==> src/rtl/multdiv_ctrl.sv <==
// Sequencer for the multi-cycle multiplier/divider: detects R-type mul/div, stalls the pipeline,
// starts multdiv, waits for its result and issues one writeback. Optional WAIT abort: MULTDIV_TIMEOUT_EN.
module multdiv_ctrl #(
    parameter int RSTATUS_REG = 30,
    parameter int MUL_STATUS  = 4,
    parameter int DIV_STATUS  = 5,
    parameter int TIMEOUT     = 64
) (
    input  logic        clock,
    input  logic        reset_n,
    input  logic [31:0] ins,
    input  logic        ins_valid,
    input  logic [31:0] data_rs,
    input  logic [31:0] data_rt,
    input  logic [31:0] md_result,
    input  logic        md_exception,
    input  logic        md_ready,
    output logic        md_ctrl_mult,
    output logic        md_ctrl_div,
    output logic [31:0] md_opA,
    output logic [31:0] md_opB,
    output logic        stall,
    output logic        wb_en,
    output logic [4:0]  wb_reg,
    output logic [31:0] wb_data,
    output logic        busy,
    output logic [1:0]  fsm_state
);

    typedef enum logic [1:0] {IDLE = 2'd0, START = 2'd1, WAIT = 2'd2, WB = 2'd3} state_t;

    localparam logic [4:0] ALU_MUL = 5'b00110;
    localparam logic [4:0] ALU_DIV = 5'b00111;

    state_t      state, state_next;
    logic        md_ins;
    logic        timeout_hit;
    logic [4:0]  rd_q;
    logic        is_div_q;
    logic [31:0] res_q;
    logic        exc_q;
    logic        unused_ok;

    assign md_ins = ins_valid && (ins[31:27] == 5'b00000) &&
                    ((ins[6:2] == ALU_MUL) || (ins[6:2] == ALU_DIV));

    assign unused_ok = ^{ins[21:7], ins[1:0], TIMEOUT[0]};

`ifdef MULTDIV_TIMEOUT_EN
    logic [7:0] wait_cnt;

    assign timeout_hit = (wait_cnt == 8'(TIMEOUT - 1));

    always_ff @(posedge clock or negedge reset_n) begin
        if (!reset_n) begin
            wait_cnt <= '0;
        end else if (state == START) begin
            wait_cnt <= '0;
        end else if (state == WAIT) begin
            wait_cnt <= wait_cnt + 8'd1;
        end
    end
`else
    assign timeout_hit = 1'b0;
`endif

    always_ff @(posedge clock or negedge reset_n) begin
        if (!reset_n) begin
            state <= IDLE;
        end else begin
            state <= state_next;
        end
    end

    // Operands and destination are captured at accept; ins is ignored for the rest of the operation.
    always_ff @(posedge clock or negedge reset_n) begin
        if (!reset_n) begin
            md_opA   <= '0;
            md_opB   <= '0;
            rd_q     <= '0;
            is_div_q <= 1'b0;
            res_q    <= '0;
            exc_q    <= 1'b0;
        end else begin
            if (state == IDLE && md_ins) begin
                md_opA   <= data_rs;
                md_opB   <= data_rt;
                rd_q     <= ins[26:22];
                is_div_q <= (ins[6:2] == ALU_DIV);
            end
            if (state == WAIT) begin
                if (md_ready) begin
                    res_q <= md_result;
                    exc_q <= md_exception;
                end else if (timeout_hit) begin
                    exc_q <= 1'b1;
                end
            end
        end
    end

    // Handshake: md_ctrl_* is a one-cycle start strobe; md_ready is a one-cycle result-valid
    // strobe, honoured only in WAIT, with md_exception/md_result qualified by it.
    always_comb begin
        state_next = state;
        case (state)
            IDLE:    if (md_ins) state_next = START;
            START:   state_next = WAIT;
            WAIT:    if (md_ready || timeout_hit) state_next = WB;
            WB:      state_next = IDLE;
            default: state_next = IDLE;
        endcase
    end

    always_comb begin
        md_ctrl_mult = 1'b0;
        md_ctrl_div  = 1'b0;
        stall        = 1'b0;
        wb_en        = 1'b0;
        wb_reg       = '0;
        wb_data      = '0;
        case (state)
            IDLE: stall = md_ins;
            START: begin
                md_ctrl_mult = !is_div_q;
                md_ctrl_div  = is_div_q;
                stall        = 1'b1;
            end
            WAIT: stall = 1'b1;
            WB: begin
                if (exc_q) begin
                    wb_reg  = RSTATUS_REG[4:0];
                    wb_data = is_div_q ? 32'(DIV_STATUS) : 32'(MUL_STATUS);
                end else begin
                    wb_reg  = rd_q;
                    wb_data = res_q;
                end
                // $r0 is hard-wired zero, so a writeback aimed there is dropped
                wb_en = (wb_reg != 5'd0);
            end
            default: ;
        endcase
    end

    assign busy      = (state != IDLE);
    assign fsm_state = state;

endmodule

==> config.mk <==
export PLATFORM = sky130hd
export DESIGN_NAME = multdiv_ctrl
export DESIGN_NICKNAME = d
export VERILOG_FILES = /design/src/rtl/multdiv_ctrl.sv
export SDC_FILE = /design/constraint.sdc
export NUM_CORES = 1
export LEC_CHECK = 0
export ABC_CLOCK_PERIOD_IN_PS = 1700
export CORE_UTILIZATION = 30
export DETAILED_ROUTE_END_ITERATION = 6
export GPL_ROUTABILITY_DRIVEN = 0
export PLACE_DENSITY = 0.66
export SKIP_LAST_GASP = 1
export SYNTH_ARGS = -nofsm -noshare
export SYNTH_HDL_FRONTEND = slang
export SYNTH_SLANG_ARGS = --single-unit
export TNS_END_PERCENT = 100
==> constraint.sdc <==
create_clock -name clock -period 1.7 [get_ports clock]
set_input_delay 0.255 -clock clock [delete_from_list [all_inputs] [get_ports clock]]
set_output_delay 0.255 -clock clock [all_outputs]
set_load 0.1 [all_outputs]
==> flow_summary.yaml <==
layout:
  finalInstanceArea_mm2: 0.009403
  diodes: 0
  layout_common_cells: "buf_12 (117), clkdlybuf4s50_1 (113), dfrtp_1 (102)"
  nets: 697
  final_common_cell: "buf_12"
  area_delta_synth_final_pct: 100.3
  drive_gt1_share_pct: 58.69
sta:
  setup_viol: 102
  holdWs_ps: 470.4
  finalSetupTns_ps: -13720
  rsz0062_at_grt: "true"
  min_period_ps: 2026
  maxSlewViolCount: 0
  finalHoldViolCount: 0
  finalCritPeriodShare_pct: 119.2
  relSlewSlack_pct: 76.06
  fmax_ghz: 0.4936
  fin_ws_ps: -326.1
  tightest_slew_ps: 359.0
  clock_skew_ps: 10.37
synth:
  synth-seq-cells: 105
  synth.avg_cell_area_um2: 15.80
  synth-seq-area-share_pct: 55.99
  synth_top_area_cell: "dfrtp_1"
  async_flop_share_pct: 100.0
  syn_inst: 297
  synth_flop_cell: "dfrtp_1"
  synth-edff-count: 0
  yosysTopAreaCellShare_pct: 55.99
  post_synth_num_cell_types: 30
  yosys_warnings: 0
  syn_nets: 435
  netlist_area_mm2: 0.004693
  synth_area_leaders: "dfrtp_1 (56%), mux2_4 (22%), mux2_2 (8.2%)"
drt:
  drt_first_iter_violations: 83
  drc: 0
  dr.pass1.iters: 4
  vias_per_cell: 4.321
  wire_per_inst_um: 16.75
  drt_wl_total_mm: 12.98
  vias: 3349
  final_antenna_net_count: 0
critical_path:
  cp_top_family: "buffers and inverters"
  crit_path_start_kind: "register"
  crit_arrival_ps: 1770
  crit_slowest_cell: "dfrtp_4"
  crit_type: "register to primary output"
  path_max_fanout: 2
  path_cells: "buf_6 > inv_4 > ha_4 > nand4_4 > buf_12 > a21oi_4 > buf_12"
  cp-end-kind: "primary output"
  path_buf_inv: 4
  critPathMostFrequentCell: "buf_12"
  required_ps: 1440
  slowest_delay_ps: 480
die:
  die_h_um: 127.1
  ios: 241
  design.core.area_mm2: 0.01526
  dieArea_mm2: 0.01615
  dieWidth_um: 127.1
  start_util_pct: 30.76
  rows: 45
grt:
  antenna_found_initial: 0
  grt_pass1_vias: 3693
  grt_first_pass_wirelength_mm: 20.30
  gr-total-overflow: 0
  grt_max_degree: 56
  grt_use_total_pct: 16.28
cts:
  cts_max_path_buffers: 2
  worstSkewPairLatency_ps: 350
  ctsRootBufferMaster: "clkbuf_16"
  cts_sinks: 105
  numCtsBuffers: 9
  htree_num_levels: 3
  path_clk_slew_ps: 70
  cts_tree: "done"
placed_design:
  place_ws_ps: -513.1
  placed_cell_area_mm2: 0.008593
  io_buffer_count: 223
  hpwl_mm: 9.348
run_status:
  violations: "setup timing"
  run_status: "complete, but fails checks"
hold_path:
  hp-class: "input pin to async pin"
pwr:
  ir_drop_uv: 712.3
  power.density_mw_per_mm2: 1345
  leakagePower_nw: 4.437
flow_run:
  maxCapViolations: 0
==> Yosys cell counts (3+ instances only) <==
cell type / number
and2_1: 32
buf_1: 3
buf_6: 7
clkbuf_1: 5
dfrtp_1: 105
ha_1: 5
inv_1: 4
mux2_2: 34
mux2_4: 69
nand2_1: 3
nand2b_1: 3
nor2b_1: 5
o21a_1: 5
==> area by class of cell <==
| class | instances | area, µm² |
|---|---|---|
| Clock buffer | 11 | 252.7 |
| Tap cell | 211 | 264.0 |
| Clock inverter | 5 | 61.31 |
| Sequential cell | 105 | 2636 |
| Multi-Input combinational cell | 174 | 2273 |
| Inverter | 4 | 20.02 |
| Timing Repair Buffer | 265 | 3895 |
| Fill cell | 1155 | 5856 |
==> sequential cells by signal (all words and copies together) (netlist names) <==
| register | count |
|---|---|
| fsm_state | 2 |
| exc_q | 1 |
| res_q | 32 |
| rd_q | 5 |
| md_opA | 32 |
| is_div_q | 1 |
| md_opB | 32 |
==> worst reg2reg max path, stage by stage, from the launching register on <==
cell and delay [ps]:
dfrtp_4 480, buf_6 130, inv_4 60, ha_4 150, nand4_4 110, buf_12 160, buf_4 130, buf_8 130
buf_12 150, mux2_4 300
==> per-layer routing <==
layer,share of wire (%),vias up,GRT usage [%]
met5,0,-,0
met2,50,142,27.05
li1,-,1551,-
met1,40,1637,19.59
met4,2.1,0,6.443
met3,7.9,19,5.276
==> through the flow <==
| step | utilization [%] | cells | power, W |
|---|---|---|---|
| 4_1_cts | 60.38 | 769 | 0.01231 |
| 3_5_place_dp | 56.32 | 738 | 0.009592 |
| 2_1_floorplan | - | 297 | 0.007270 |
| 5_1_grt | 61.62 | 775 | 0.01312 |
| 3_3_place_gp | 56.32 | 738 | 0.009481 |
| 6_report | 61.62 | 775 | 0.01264 |
==> logic make-up (layout without fill, tap and decap cells) <==
logic type | count (synthesis) | in the layout | share of synthesized area [%]
muxes | 104 | 104 | 30.45
DFF | 105 | 105 | 55.99
buffers and inverters | 19 | 285 | 2.639
adders and majority gates | 5 | 5 | 1.333
and+or+nand+nor | 52 | 53 | 7.571
AOI/OAI and AO/OA | 12 | 12 | 2.026
==> what timing repair did <==
item                                    in CTS  in global routing
hold endpoints to repair                   105                  0
pin swaps                                    4                  4
gates resized for setup                     26                 32
endpoints found under the setup margin      97                123
gates cloned                                 4                  2
hold buffers                                 1                  0
setup buffers                               11                  6
==> path summary, 6_finish.rpt <==
check / to / startpoint / cells after the start / slack (ps)
setup / recovery: stall / fsm_state[0]$_DFFE_PN0P_ / 7 / -330
hold / removal: res_q[10]$_DFFE_PN0P_ / reset_n / 3 / 470
setup reg to reg: md_opA[13]$_DFFE_PN0P_ / fsm_state[0]$_DFFE_PN0P_ / 9 / -210
hold reg to reg: res_q[23]$_DFFE_PN0P_ / res_q[23]$_DFFE_PN0P_ / 1 / 510
max in group asynchronous: fsm_state[1]$_DFFE_PN0P_ / reset_n / 3 / 950
min in group clock: res_q[23]$_DFFE_PN0P_ / res_q[23]$_DFFE_PN0P_ / 1 / 510
==> report_power, final <==
group | leakage (nW) | internal (W) | switching, W | total [W]
Combinational | 2.89 | 0.00332 | 0.00385 | 0.00717
Sequential | 1.39 | 0.00298 | 0.000312 | 0.00329
Clock | 0.157 | 0.00123 | 0.000943 | 0.00218
Total | 4.44 | 0.00754 | 0.00511 | 0.0126
No activity file was read; power rests on OpenSTA's default activity.
